`src/rtl/neuron_weight_seq.sv`:
```
// -----------------------------------------------------------------------------
// neuron_weight_seq
//
// Purpose:
//   Sequences the read port of a per-neuron weight ROM that has a 1-cycle
//   registered read. It accepts NUM_WEIGHT activations per frame and issues
//   one ROM read per accepted activation. The activation is delayed by one
//   cycle so that it lines up with its weight. The result is presented to the
//   neuron MAC as {mul_x, mul_w} pairs, with last/done framing.
//
// Ports:
//   clk        clock, all logic on posedge
//   rst_n      asynchronous active-low reset
//   start      begin a frame (sampled only in IDLE)
//   in_valid   activation valid
//   in_data    activation value
//   in_ready   activation accepted when in_valid & in_ready (high in RUN)
//   ren        ROM read enable (combinational, = accept)
//   radd       ROM read address (registered counter)
//   wout       ROM read data, valid the cycle after ren
//   mul_valid  {mul_x, mul_w} pair valid
//   mul_x      activation aligned with its weight
//   mul_w      weight (wout, zero when no pair is valid)
//   mul_last   marks the final pair of the frame
//   busy       high in RUN and DRAIN
//   done       one-cycle pulse at end of frame
// -----------------------------------------------------------------------------
module neuron_weight_seq #(
  parameter int NUM_WEIGHT = 30,
  // A single-weight neuron still needs a 1-bit address bus.
  parameter int ADDR_W     = (NUM_WEIGHT > 1) ? $clog2(NUM_WEIGHT) : 1,
  parameter int DATA_W     = 16
) (
  input  logic              clk,
  input  logic              rst_n,
  input  logic              start,
  input  logic              in_valid,
  input  logic [DATA_W-1:0] in_data,
  output logic              in_ready,
  output logic              ren,
  output logic [ADDR_W-1:0] radd,
  input  logic [DATA_W-1:0] wout,
  output logic              mul_valid,
  output logic [DATA_W-1:0] mul_x,
  output logic [DATA_W-1:0] mul_w,
  output logic              mul_last,
  output logic              busy,
  output logic              done
);

  typedef enum logic [1:0] {
    IDLE  = 2'd0,
    RUN   = 2'd1,
    DRAIN = 2'd2,
    DONE  = 2'd3
  } state_t;

  localparam logic [ADDR_W-1:0] LAST_IDX = ADDR_W'(NUM_WEIGHT - 1);

  state_t            state_reg, state_next;
  logic [ADDR_W-1:0] cnt_reg, cnt_next;
  logic [DATA_W-1:0] x_reg;
  logic              v_reg;
  logic              last_reg;
  logic              accept;
  logic              at_last;

  assign in_ready = (state_reg == RUN);
  assign accept   = in_valid & in_ready;
  assign at_last  = (cnt_reg == LAST_IDX);

  // The address comes straight from the counter register. This keeps the
  // combinational path from in_data to the ROM address empty.
  assign ren  = accept;
  assign radd = cnt_reg;

  always_comb begin
    state_next = state_reg;
    cnt_next   = cnt_reg;
    case (state_reg)
      IDLE: begin
        if (start) begin
          state_next = RUN;
          cnt_next   = '0;
        end
      end
      RUN: begin
        if (accept) begin
          if (at_last) begin
            state_next = DRAIN;
            cnt_next   = '0;
          end else begin
            cnt_next = cnt_reg + 1'b1;
          end
        end
      end
      DRAIN:   state_next = DONE;
      DONE:    state_next = IDLE;
      default: state_next = IDLE;
    endcase
  end

  always_ff @(posedge clk or negedge rst_n) begin
    if (!rst_n) begin
      state_reg <= IDLE;
      cnt_reg   <= '0;
    end else begin
      state_reg <= state_next;
      cnt_reg   <= cnt_next;
    end
  end

  // The activation is held for one cycle so that it meets the ROM data for
  // the same index. A gap in the input produces a gap in the output. The
  // stream is never stalled.
  always_ff @(posedge clk or negedge rst_n) begin
    if (!rst_n) begin
      x_reg    <= '0;
      v_reg    <= 1'b0;
      last_reg <= 1'b0;
    end else begin
      v_reg <= accept;
      if (accept) begin
        x_reg    <= in_data;
        last_reg <= at_last;
      end
    end
  end

  assign mul_valid = v_reg;
  assign mul_x     = x_reg;
  // Outside a valid pair the ROM output is stale. While in reset it is not
  // driven by this block at all. Gating it with v_reg therefore gives a
  // clean zero at these times.
  assign mul_w     = v_reg ? wout : '0;
  assign mul_last  = v_reg & last_reg;
  assign busy      = (state_reg == RUN) || (state_reg == DRAIN);
  assign done      = (state_reg == DONE);

endmodule

```
`config.mk`:
```
export PLATFORM = sky130hd
export DESIGN_NAME = neuron_weight_seq
export DESIGN_NICKNAME = d
export VERILOG_FILES = /design/src/rtl/neuron_weight_seq.sv
export SDC_FILE = /design/constraint.sdc
export NUM_CORES = 1
export LEC_CHECK = 0
export ABC_CLOCK_PERIOD_IN_PS = 2200
export BUFFER_PORTS_ARGS = -buffer_cell sky130_fd_sc_hd__buf_2
export CAP_MARGIN = 25
export CORE_MARGIN = 10
export CORE_UTILIZATION = 42
export DETAILED_ROUTE_END_ITERATION = 7
export PLACE_DENSITY = 0.79
export SYNTH_ARGS = -nofsm -noshare
export SYNTH_HDL_FRONTEND = slang
export SYNTH_SLANG_ARGS = --single-unit
```
`constraint.sdc`:
```
create_clock -name clk -period 2.2 [get_ports clk]
set_input_delay 0.55 -clock clk [delete_from_list [all_inputs] [get_ports clk]]
set_output_delay 0.55 -clock clk [all_outputs]
set_load 0.02 [all_outputs]
```
Word-level counts from Yosys, hierarchy flattened
Cells that the tools add are included.
- flip-flop bits (word level): 25
- latch bits: 0
- memory bits (writable): 0
- ROM bits: 0
- input bits: 36
- output and inout port bits: 43
- logic and storage cells: 29
- memories kept: 0
- $add $sub $neg: 1
- $mul: 0
- divide/modulo/power cells: 0
- $lt $le $gt $ge: 0
- eq/ne operators: 7
- shift-type cells: 0
- multiplexer cells: 9
- bitwise logic cells: 2
- reductions and logical operators: 5
- operators by type and width (operator ; number):
    16-bit two-way mux ; 1
    5-bit two-way mux ; 3
    5-bit one-hot mux with 2 select lines ; 1
    2-bit one-hot mux with 4 select lines ; 1
    2-bit two-way mux ; 3
    3-bit AND reduction ; 2
    5-bit by 1-bit adder with 5-bit output, second input constant ; 1
    5-bit == test, second input constant ; 1
    2-bit == test, second input constant ; 2
    2-bit by 1-bit inequality test with 1-bit output, second input constant ; 2
    1-bit bitwise AND ; 2
    2-bit by 1-bit == test with 1-bit output, second input constant ; 1
    2-bit logical NOT ; 1
    2-bit inequality test, second input constant ; 1
    2-bit nonzero test ; 1
    1-bit logical OR ; 1

Logic depth before layout (Yosys ltp)
Gate-level depths: netlist of the first run.
- depth after elaboration: 4
- gate-level depth with buffers: 7
- mapped depth without buffers: 5

Least setup slack after synthesis of the first run
No wires, ideal clock.
- kind: register to output
- start: reg state_reg[1]
- end: out ren
- data arrival time: 1.450 ns
- slack: 0.200 ns
- stages on the path, launching flop included: 7
- cells stage by stage: dfrtp_1 -> inv_1 -> ha_1 -> buf_4 -> nand2_2 -> buf_2 -> inv_1
- word-level cells in the longest chain between the ends: 2
- ends and longest elaborated chain (item ; RTL line ; RTL):
    from (decl) ; 60 ; state_t state_reg, state_next;
    from (signal assigned) ; 108 ; state_reg <= state_next;
    2-bit by 1-bit == test with 1-bit output ; 68 ; assign in_ready = (state_reg == RUN);
    named net in_ready ; 39 ; output logic in_ready,
    1-bit bitwise AND ; 69 ; assign accept = in_valid & in_ready;
    to (decl) ; 40 ; output logic ren,
The timed path passes the listed nets, and every way through them passes these cells.

Worst setup path in the final report of the first run
- start: reg state_reg[1]
- end: out ren
- word-level cells in the longest chain between the ends: 2
- ends and longest elaborated chain (item ; RTL line):
    2-bit by 1-bit == test with 1-bit output ; 68
    1-bit bitwise AND ; 69
No other way between the ends.

==> results of run 1 <==
## repair_timing
action | in CTS | in global routing
resized for setup | 0 | 1
setup endpoints to repair | 0 | 1
hold buffers | 0 | 0
endpoints found under the hold margin | 0 | 0
setup buffers | 0 | 0
## worst max path at each step
stage                 start   to  slack [ps]  cells after the start
5_1_grt        state_reg[1]  ren          30                      5
2_1_floorplan  state_reg[1]  ren         200                      6
3_3_place_gp   state_reg[1]  ren         480                      5
4_1_cts        state_reg[1]  ren          40                      5
6_report       state_reg[1]  ren         160                      5
3_5_place_dp   state_reg[1]  ren         390                      5
## final cells by class
class	instances	area (um^2)
multi-input combinational	68	604.3
timing repair buffer	79	397.9
clock buffer	3	22.52
inverter	5	18.77
tap	31	38.79
fill	239	1092
clock inverter	1	5.005
sequential	25	625.6
## layer usage
layer / routed length, um / part of all wire, % / GRT usage, % / vias to the layer above
met5: 0 / 0 / 0 / -
met4: 9 / 0.27 / 2.521 / 0
met3: 567 / 17 / 5.519 / 2
met2: 1546 / 47 / 20.48 / 57
met1: 1180 / 36 / 11.65 / 495
li1: - / - / - / 514
## cell usage after synthesis, types with 2 or more instances
master     n
or2_2      2
nor2_1     2
and2_1    17
dfrtp_1   25
nand4_1    3
mux2i_1    2
inv_1      5
ha_1       7
o31ai_1    3
o211ai_1   2
mux2_2    16
nand3_1    2
## power by group through the flow
stage | logic [uW] | clock network (uW) | registers, uW
after floorplan | 657 | 0 | 1070
after global placement | 1270 | 0 | 831
after detailed placement | 1320 | 0 | 852
after CTS | 1320 | 205 | 842
after global routing | 1410 | 228 | 877
final | 1300 | 197 | 838
## through the flow
step / power, uW / instance area [um^2] / hold slack, ps
after global routing: 2512 / 1713 / 224.8
after global placement: 2104 / 1683 / 483.3
after detailed placement: 2168 / 1683 / 485.6
after CTS: 2366 / 1710 / 218.5
final: 2330 / 1713 / 213.6
after floorplan: 1726 / 1262 / 254.4
## cell families (layout without fill, tap and decap cells)
kind of cell	Yosys count	after routing
AO/OA/AOI/OAI	9	9
adder cells (fa/ha/maj)	7	7
buffers and inverters	8	88
flip-flops	25	25
multiplexers	19	19
AND/OR/NAND/NOR	33	33
## worst max-delay path: stages, from the launching register on
cell     delay [ps]
dfrtp_1         440
inv_1           120
ha_2            310
nand2_2          70
inv_1            80
buf_2           170
==> results.md, run 1 <==
* TNS Setup at 0 ps
* Leak Pwr at 0.0009459 uW
* Worst Path Max Fanout at 9
* Cell taking the most area after synthesis: dfrtp_1
* Synth Area in Compound Gates at 6.145%
* VDD IR max at 913.7 uV
* Proportion of layout cells with a drive suffix above 1 at 59.12%
* Ys Warns at 0
* NumNets Final at 225
* Commonest non-fill, non-tap cell in the layout: buf_2
* Routability cong. at 0.7772
* CTS tree: yes
* # placed instances at 208
* CP Capture Type: output port
* Period utilization at 92.90%
* Die X at 74.83 um
* Mapped Nets at 144
* Worst Max-Slew Pin Slew at 555.0 ps
* Maximum buffer depth of the clock tree at 2
* Post-synth ARST share at 100.0%
* Most frequent cells in the layout: 78 x buf_2, 25 x dfrtp_1, 17 x and2_1, 16 x mux2_2, 6 x ha_1
* RSZ-0062 raised after global routing: false
* Core Util, Final at 61.06%
* Worst reg-to-reg path cell count at 5
* Initial Util at 45.00%
* Max reg flops at 16
* Final Setup Violations at 0
* Largest net degree at the start of global routing at 26
* Synthesized instance count at 101
* Slew headroom at 63.00%
* CTS H-tree lvls at 1
* Reg2reg setup slack at 510 ps
* Post-synth EDFFs at 0
* Post-synthesis adder-cell area fraction at 6.938%
* Via count at 1,068
* Cell Area, Synth at 1262 um^2
* Power Density at 1360 nW/um^2
* Final-report hold violation count at 0
* DRT antenna net count at 0
* Gr usage total at 11.38%
* Dpl hpwl at 2854 um
* Synth Area in Simple Gates at 17.54%
* Net switching power at 1051 uW
* Fmax achieved at 489.3 MHz
* Clock Skew at 4.570 ps
* Total Die Area at 5599 um^2
* WL/cell at 15.58 um
* Layout area overhead at 35.68%
* Synth top area cells: dfrtp_1 50%, mux2_2 14%, and2_1 8.4%
* Crit path time final at 2044 ps
* PortBufs at 78
* Worst skew pair latency at 310 ps
* Overflow after GRT at 0
* DRC violations left at 0
* Core Area at 2805 um^2
* Power Internal at 1279 uW
* WS Path Type: register to output port
* Setup WS pre-CTS at 386.2 ps
* Synth Area in XOR/XNOR at 0%
* Switching Share at 45.10%
* Outcome: finished, final reports clean
* Mapped Avg Cell Area at 12.50 um^2
* Drt first pass iters at 4
* Synth Flop Type: dfrtp_1
* Root Driver: clkbuf_4
* First-pass GRT wire length at 5106 um
* CP Launch Type: register
* Type of the most critical hold path: input pin to asynchronous set/reset pin
* Power share of the combinational group at 55.6%
* Crit path DAT at 1490 ps
* Initial antenna violation count at 0
* Crit path setup slack, layout at 156.1 ps
* FF-to-FF End: radd[2]
* Main combinational cell family by area after synthesis: simple AND/OR/NAND/NOR gates
* Finished Layout Cells at 212
* Sequential-to-total area share from yosys stat at 49.55%
* Synth cell types at 27
* Final Max Slew Viols at 0
* Row count at 19
* Drt total wl at 3304 um
* Number of global-route vias before repair at 1,115
* Reg power frac at 36.0%
* Diodes inserted at 0
* Post-synth top area share at 49.55%
* # IOs at 79
* Vias per cell at 5.038
* Clk pwr share at 8.5%
* Mux cell area share after synthesis at 17.05%
* Worst path required time at 1650 ps
* Die Y at 74.83 um
* Yosys reg bits at 25
* CTS Sinks at 25
* CTS clk-pin slew, worst paths at 130 ps
* R2r startpoint: state_reg[1]
* Total CTS buffers at 3
* Max cap viols at 0
* DRT iter0 DRCs at 65
Power figures use the tool's default switching activity.
==> run 2: changes to the inputs <==
--- a/config.mk
+++ b/config.mk
@@ -6,12 +6,12 @@
 export NUM_CORES = 1
 export LEC_CHECK = 0
 export ABC_CLOCK_PERIOD_IN_PS = 2200
-export BUFFER_PORTS_ARGS = -buffer_cell sky130_fd_sc_hd__buf_2
+export BUFFER_PORTS_ARGS = -buffer_cell sky130_fd_sc_hd__clkbuf_2
 export CAP_MARGIN = 25
 export CORE_MARGIN = 10
 export CORE_UTILIZATION = 42
 export DETAILED_ROUTE_END_ITERATION = 7
-export PLACE_DENSITY = 0.79
+export PLACE_DENSITY = 0.85
 export SYNTH_ARGS = -nofsm -noshare
 export SYNTH_HDL_FRONTEND = slang
 export SYNTH_SLANG_ARGS = --single-unit
==> results.md, run 2 (same netlist as run 1, synthesis figures left out) <==
* NumNets Final at 225 (unchanged)
* Diodes inserted at 0 (unchanged)
* Core Area at 2805 um^2 (unchanged)
* # fillers at 247 (was 239)
* Clock Skew at 3.205 ps (was 4.570 ps)
* Root Driver: clkbuf_4 (unchanged)
* Total area of sequential cells at 625.6 um^2 (unchanged)
* PortBufs at 78 (unchanged)
* DRT iter0 DRCs at 20 (was 65)
* Total Die Area at 5599 um^2 (unchanged)
* Initial Util at 45.00% (unchanged)
* Most frequent cells in the layout: 78 x clkbuf_2, 25 x dfrtp_1, 17 x and2_1, 16 x mux2_2, 6 x ha_1 (was 78 x buf_2, 25 x dfrtp_1, 17 x and2_1, 16 x mux2_2, 6 x ha_1)
* Initial antenna violation count at 0 (unchanged)
* Routability cong. at 0.7850 (was 0.7772)
* Total CTS buffers at 3 (unchanged)
* CTS Sinks at 25 (unchanged)
* TNS Setup at 0 ps (unchanged)
* Layout area overhead at 35.58% (was 35.68%)
* Fmax achieved at 487.2 MHz (was 489.3 MHz)
* Power Density at 1367 nW/um^2 (was 1360 nW/um^2)
* CP Launch Type: register (unchanged)
* Total power at 2340 uW (was 2330 uW)
* Overflow after GRT at 0 (unchanged)
* Worst Max-Slew Pin Slew at 617.9 ps (was 555.0 ps)
* Period utilization at 93.30% (was 92.90%)
* Maximum buffer depth of the clock tree at 2 (unchanged)
* Via count at 1,049 (was 1,068)
* Number of hold buffers added after cts at 0 (unchanged)
* Setup WS pre-CTS at 377.5 ps (was 386.2 ps)
* Post-cts resize count at 0 (unchanged)
* Die X at 74.83 um (unchanged)
* Worst skew pair latency at 300 ps (was 310 ps)
* Core Util, Final at 61.02% (was 61.06%)
* Type of the most critical hold path: input pin to asynchronous set/reset pin (unchanged)
* Worst Path Max Fanout at 9 (unchanged)
* DRC violations left at 0 (unchanged)
* Drt first pass iters at 4 (unchanged)
* Slew headroom at 58.81% (was 63.00%)
* First-pass GRT wire length at 5395 um (was 5106 um)
* Proportion of layout cells with a drive suffix above 1 at 58.56% (was 59.12%)
* Row count at 19 (unchanged)
* # IOs at 79 (unchanged)
* Dpl hpwl at 3038 um (was 2854 um)
* Number of global-route vias before repair at 1,173 (was 1,115)
* CTS H-tree lvls at 1 (unchanged)
* CTS tree: yes (unchanged)
* WL/cell at 16.23 um (was 15.58 um)
* CP Capture Type: output port (unchanged)
* Area of the multi-input gates at 604.3 um^2 (unchanged)
* Die Y at 74.83 um (unchanged)
* Finished Layout Cells at 212 (unchanged)
* RSZ-0062 raised after global routing: false (unchanged)
* Post-CTS setup buffer count at 0 (unchanged)
* DRT antenna net count at 0 (unchanged)
* Outcome: finished, final reports clean (unchanged)
* Gr usage total at 12.11% (was 11.38%)
* Crit path setup slack, layout at 147.5 ps (was 156.1 ps)
* Final-report hold violation count at 0 (unchanged)
* Max cap viols at 0 (unchanged)
* Max reg flops at 16 (unchanged)
* WS Path Type: register to output port (unchanged)
* Largest net degree at the start of global routing at 26 (unchanged)
* VDD IR max at 863.1 uV (was 913.7 uV)
* Worst path required time at 1650 ps (about the same)
* Leak Pwr at 0.0009332 uW (was 0.0009459 uW)
* Vias per cell at 4.948 (was 5.038)
* Final Max Slew Viols at 0 (unchanged)
* # placed instances at 208 (unchanged)
* Drt total wl at 3440 um (was 3304 um)
* Crit path DAT at 1500 ps (was 1490 ps)
* Final Setup Violations at 0 (unchanged)
* CTS clk-pin slew, worst paths at 130 ps (about the same)
* Crit path time final at 2053 ps (was 2044 ps)
* Commonest non-fill, non-tap cell in the layout: clkbuf_2 (was buf_2)
[run 2: changes by cell type in the layout (fill, tap and decap cells not counted), sizes merged]
cell / before / now
clkbuf: 3 / 82
clkinv: 1 / 0
buf: 79 / 1
[run 2: power by group]
| part | internal, uW | switching, uW |
|---|---|---|
| Combinational | 532 | 764 |
| Sequential | 673 | 174 |
| Clock | 70.6 | 127 |
| Total | 1280 | 1060 |
[run 2: per-stage QoR]
| stage | hold slack, ps | area (um^2) |
|---|---|---|
| 2_1_floorplan | 254.4 | 1262 |
| 3_3_place_gp | 486.4 | 1683 |
| 3_5_place_dp | 488.2 | 1683 |
| 4_1_cts | 246.6 | 1709 |
| 5_1_grt | 250.0 | 1712 |
| 6_report | 228.2 | 1712 |
[run 2: final timing paths]
kind | startpoint | endpoint | slack (ps) | cells past startpoint
max | state_reg[1] | ren | 150 | 5
min | rst_n | state_reg[0] | 230 | 1
max reg2reg | state_reg[1] | state_reg[1] | 500 | 5
min reg2reg | last_reg | last_reg | 510 | 2
max in group asynchronous | rst_n | last_reg | 1570 | 1
min in group clk | in_data[6] | mul_x[6] | 460 | 2
[run 2: layout make-up]
class	count	share of cell area [%]
clock buffers	4	1.535
inverters	5	1.096
multi-input cells	68	35.31
flip-flops and latches	25	36.55
well taps	31	2.266
repair buffers	79	23.25
[run 2: worst max-delay path, cell delays in order, from the launching register on]
cell	delay, ps
dfrtp_1	440
inv_1	120
ha_2	320
nand2_2	80
inv_1	70
clkbuf_2	170
[run 2: layer usage]
layer	global-route usage, %	up-vias	share of wire, %
li1	-	507	-
met5	0	-	0
met2	22.48	57	49
met4	1.891	0	0
met1	12.35	485	36
met3	5.519	0	15
